### config.mk
export PLATFORM = sky130hd
export DESIGN_NAME = codec_feeder
export DESIGN_NICKNAME = d
export VERILOG_FILES = /design/src/rtl/codec_feeder.sv
export SDC_FILE = /design/constraint.sdc
export NUM_CORES = 1
export LEC_CHECK = 0
export CAP_MARGIN = 0
export CELL_PAD_IN_SITES_DETAIL_PLACEMENT = 2
export CELL_PAD_IN_SITES_GLOBAL_PLACEMENT = 2
export CORE_MARGIN = 8
export CORE_UTILIZATION = 45
export CTS_BUF_LIST = sky130_fd_sc_hd__clkbuf_2
export CTS_CLUSTER_SIZE = 12
export DETAILED_ROUTE_END_ITERATION = 16
export PLACE_DENSITY_LB_ADDON = 0.3
export SETUP_SLACK_MARGIN = 0.3
export SYNTH_ARGS = -nofsm -noshare
export SYNTH_HDL_FRONTEND = slang
export SYNTH_SLANG_ARGS = --single-unit
### constraint.sdc
create_clock -name clk -period 3.7 [get_ports clk]
set_clock_uncertainty 0.2 [all_clocks]
set_input_delay 0.555 -clock clk [delete_from_list [all_inputs] [get_ports clk]]
set_output_delay 0.555 -clock clk [all_outputs]
set_load 0.01 [all_outputs]
### src/rtl/codec_feeder.sv
// rtl/codec_feeder.sv - jitter buffer between the echo stage and the codec
// Circular sample buffer with prefill/playback control and saturating event counters.
module codec_feeder #(
  parameter int DEPTH_LOG2 = 3,
  parameter int PREFILL    = 4
) (
  input  logic                  clk,
  input  logic                  reset,
  input  logic [15:0]           sample_in,
  input  logic                  in_ready,
  input  logic                  codec_req,
  output logic [15:0]           sample_out,
  output logic                  out_valid,
  output logic [DEPTH_LOG2:0]   level,
  output logic                  full,
  output logic                  empty,
  output logic [7:0]            underruns,
  output logic [7:0]            overflows
);

  localparam int DEPTH = 1 << DEPTH_LOG2;
  localparam logic [DEPTH_LOG2:0] DEPTH_L   = (DEPTH_LOG2+1)'(DEPTH);
  localparam logic [DEPTH_LOG2:0] PREFILL_L = (DEPTH_LOG2+1)'(PREFILL);

  typedef enum logic {FILL, PLAY} state_t;

  state_t                state_q;
  logic [15:0]           mem_q [DEPTH];
  logic [DEPTH_LOG2-1:0] wr_ptr_q, rd_ptr_q;
  logic [DEPTH_LOG2:0]   level_q, level_d;
  logic [15:0]           sample_out_q;
  logic                  out_valid_q;
  logic [7:0]            underruns_q, overflows_q;

  logic full_w, empty_w, pop_w, underrun_w, wr_w, ovf_w;

  always_comb begin
    full_w     = (level_q == DEPTH_L);
    empty_w    = (level_q == '0);
    pop_w      = (state_q == PLAY) && codec_req && !empty_w;
    underrun_w = (state_q == PLAY) && codec_req && empty_w;
    // A simultaneous pop frees a slot, so a write to a full buffer still lands.
    wr_w       = in_ready && (!full_w || pop_w);
    ovf_w      = in_ready && full_w && !pop_w;
    level_d    = level_q + {{DEPTH_LOG2{1'b0}}, wr_w} - {{DEPTH_LOG2{1'b0}}, pop_w};
  end

  always_ff @(posedge clk) begin
    if (wr_w && !reset) begin
      mem_q[wr_ptr_q] <= sample_in;
    end
  end

  always_ff @(posedge clk) begin
    if (reset) begin
      state_q      <= FILL;
      wr_ptr_q     <= '0;
      rd_ptr_q     <= '0;
      level_q      <= '0;
      sample_out_q <= '0;
      out_valid_q  <= 1'b0;
      underruns_q  <= '0;
      overflows_q  <= '0;
    end else begin
      out_valid_q <= codec_req;
      level_q     <= level_d;
      if (wr_w) begin
        wr_ptr_q <= wr_ptr_q + DEPTH_LOG2'(1);
      end
      if (pop_w) begin
        rd_ptr_q <= rd_ptr_q + DEPTH_LOG2'(1);
      end
      if (ovf_w && overflows_q != 8'hFF) begin
        overflows_q <= overflows_q + 8'd1;
      end
      case (state_q)
        FILL: begin
          if (codec_req) begin
            sample_out_q <= '0;
          end
          if (level_d >= PREFILL_L) begin
            state_q <= PLAY;
          end
        end
        PLAY: begin
          if (pop_w) begin
            sample_out_q <= mem_q[rd_ptr_q];
          end else if (underrun_w) begin
            // Underrun repeats the last sample and drops back to prefill.
            if (underruns_q != 8'hFF) begin
              underruns_q <= underruns_q + 8'd1;
            end
            state_q <= FILL;
          end
        end
        default: state_q <= FILL;
      endcase
    end
  end

  assign sample_out = sample_out_q;
  assign out_valid  = out_valid_q;
  assign level      = level_q;
  assign full       = full_w;
  assign empty      = empty_w;
  assign underruns  = underruns_q;
  assign overflows  = overflows_q;

endmodule

==> flow_metrics.tcl <==
set metrics [dict create \
    netlist_area_um2 6890 \
    required_ns 2.94 \
    drtPass1Iterations 4 \
    viasPerCell 5.75 \
    rows 45 \
    cts_tree "done" \
    ant_nets 0 \
    fin_crit_sh_pct 85.0 \
    synthArstFlopShare_pct 0 \
    wl_per_cell_um 25.6 \
    max_slew_margin_pct 50.1 \
    hold_slack_ns 0.326 \
    clkPwrFrac_pct 21.9 \
    swShare_pct 29.9 \
    grt_pass1_wl_um 27000 \
    synth_cells 402 \
    io_pins 59 \
    max_stage_delay_ns 0.53 \
    syn_area_per_cell_um2 17.1 \
    die_x_um 140 \
    design_area_um2 7950 \
    worstPathMaxFanout 5 \
    drt-total-wl_um 17400 \
    drt_iter0_drc 152 \
    final_nets 507 \
    critPathLaunchType "flip-flop" \
    synth_edf_count 128 \
    p_per_area_nw_per_um2 518 \
    p_total_mw 4.12 \
    clock_latency_ns 0.74 \
    dpl.hpwl_um 11100 \
    postCtsHoldBufs 0 \
    portBuffers 58 \
    path_class "reg -> out" \
    grt_max_degree 33 \
    arrival_ns 2.39 \
    vias 3902 \
    critPathTopFamily "buffers and inverters" \
    gp_congestion 0.748 \
    clock_path_buffers 2 \
    tns_ns 0 \
    fp.dieArea_um2 19500 \
    synth_ff_type "edfxtp_1" \
    core_area_um2 15100 \
    grt_pass1_vias 4458 \
    root_buffer "clkbuf_2" \
    finalHoldViolCount 0 \
    ys_ff_latch 175 \
    rsz0062_at_grt "false" \
    seq_power_share_pct 56.0 \
    synthesis.nets 432 \
    clk_pin_slew_ns 0.24 \
    hold_path.class "reg -> reg" \
    placed_cell_area_um2 7720 \
    max_freq_ghz 0.318 \
    combPwrFrac_pct 22.0 \
    grt_usage_pct 18.7 \
    syn_to_final_growth_pct 15.3 \
    cp_slowest_cell "clkdlybuf4s50_1" \
    die_height_um 140 \
    antenna_found_initial 1 \
    period_minus_slack_ns 3.14 \
    seq_area_frac_synth_pct 69.4 \
    initial_core_util_pct 45.7 \
    cts_sinks 175 \
    cp_num_buf_inv 3 \
    ys_warn_count 0 \
    tightestPinTransition_ns 0.744 \
    ir_worst_vdd_mv 0.345 \
    maxCapViolCount 0 \
    path_cells "inv_1 -> ha_1 -> or3b_4 -> clkinv_4 -> clkdlybuf4s50_1" \
    cellLeakagePower_nw 2.56 \
    status "complete, no violations" \
    htreeDepth 4 \
    report.final.slew_viol_count 0 \
    final_cell_mix "edfxtp_1 (128), clkdlybuf4s50_1 (57), dfxtp_1 (46), mux4_2 (32), nor2_1 (23)" \
    cts_made_buffers 17 \
    drc 0 \
    final_common_cell "edfxtp_1" \
    crit_path_end_kind "output port" \
    finalSetupViolations 0 \
    synth_cell_types 55 \
    internal_power_mw 2.88 \
    grt-ovfl-total 0 \
    drive_gt1_share_pct 19.4 \
    p_sw_mw 1.23 \
]
area by class of cell:
cell class	count	area, um2
fill	1369	7140
sequential	175	4790
multi-input combinational	201	1980
timing repair buffer	73	696
tap	188	235
clock inverter	15	121
clock buffer	17	85.1
inverter	9	43.8
antenna	1	2.50
routing by layer:
| metal | share of wire (%) | track usage [%] | wire length (um) |
|---|---|---|---|
| met2 | 53 | 32.9 | 9270 |
| met3 | 4.2 | 5.10 | 727 |
| met1 | 41 | 21.5 | 7100 |
| met4 | 1.7 | 6.34 | 297 |
| met5 | 0 | 0 | 0 |
final timing paths:
path,start,end,slack [ns],depth (start not counted)
worst max-delay path,level[2],full,0.56,5
worst min-delay path,sample_out[10],sample_out[10],0.33,1
worst min register to register,sample_out[10],sample_out[10],0.33,1
worst max register to register,level[2],state_q,0.84,10
power by group through the flow:
stage                     sequential (mW)  clock, mW  combinational (mW)
final                                2.31      0.904               0.907
after global routing                 2.32       1.02               0.987
after CTS                            2.31      0.947               0.926
after detailed placement             2.35          0               0.894
after global placement               2.34          0               0.846
after floorplan                      2.34          0               0.578
registers in the layout, summed over array words and instances (netlist names), named ones only:
| signal | cells |
|---|---|
| wr_ptr_q | 3 |
| state_q | 1 |
| out_valid | 1 |
| underruns | 8 |
| sample_out | 16 |
| mem_q | 128 |
| level | 4 |
| rd_ptr_q | 3 |
| overflows | 8 |
cell families (layout without fill, tap and decap cells):
family	Yosys count	after routing	share of synthesized area, %
AND/OR/NAND/NOR	98	98	8.50
other	0	1	0
flip-flops	175	175	69.4
XOR/XNOR	9	9	1.14
adder cells (fa/ha/maj)	10	10	1.92
AO/OA/AOI/OAI	49	49	5.66
multiplexers	35	35	10.9
buffers and inverters	26	114	2.45
Yosys cell counts, types with 4 or more instances:
cell type / count / share of area, %
o31ai_1: 5 / 0.54
nor2_1: 23 / 1.3
mux4_2: 32 / 10
edfxtp_1: 128 / 56
nand2_1: 8 / 0.44
dfxtp_1: 47 / 14
xnor2_1: 4 / 0.51
buf_2: 5 / 0.36
xor2_1: 5 / 0.64
nor3_1: 4 / 0.29
nor2b_1: 21 / 1.9
or3_1: 5 / 0.45
o21ai_0: 5 / 0.36
or4_1: 4 / 0.44
nand3_1: 8 / 0.58
a221o_1: 16 / 2.3
a21oi_1: 12 / 0.87
inv_1: 6 / 0.33
ha_1: 9 / 1.6
per-stage QoR:
step / worst slack, ns / util, % / instances
2_1_floorplan: 0.441 / - / 402
3_3_place_gp: 0.689 / 51.2 / 645
3_5_place_dp: 0.589 / 51.2 / 645
4_1_cts: 0.323 / 52.6 / 678
5_1_grt: 0.339 / 52.7 / 679
6_report: 0.556 / 52.7 / 679
what timing repair did:
| action | CTS | global route |
|---|---|---|
| resized for setup | 1 | 1 |
| gates cloned | 0 | 0 |
| pin swaps | 0 | 0 |
| buffers inserted | 1 | 0 |
| endpoints found under the setup margin | 1 | 1 |
(Power assumes the default switching activity.)
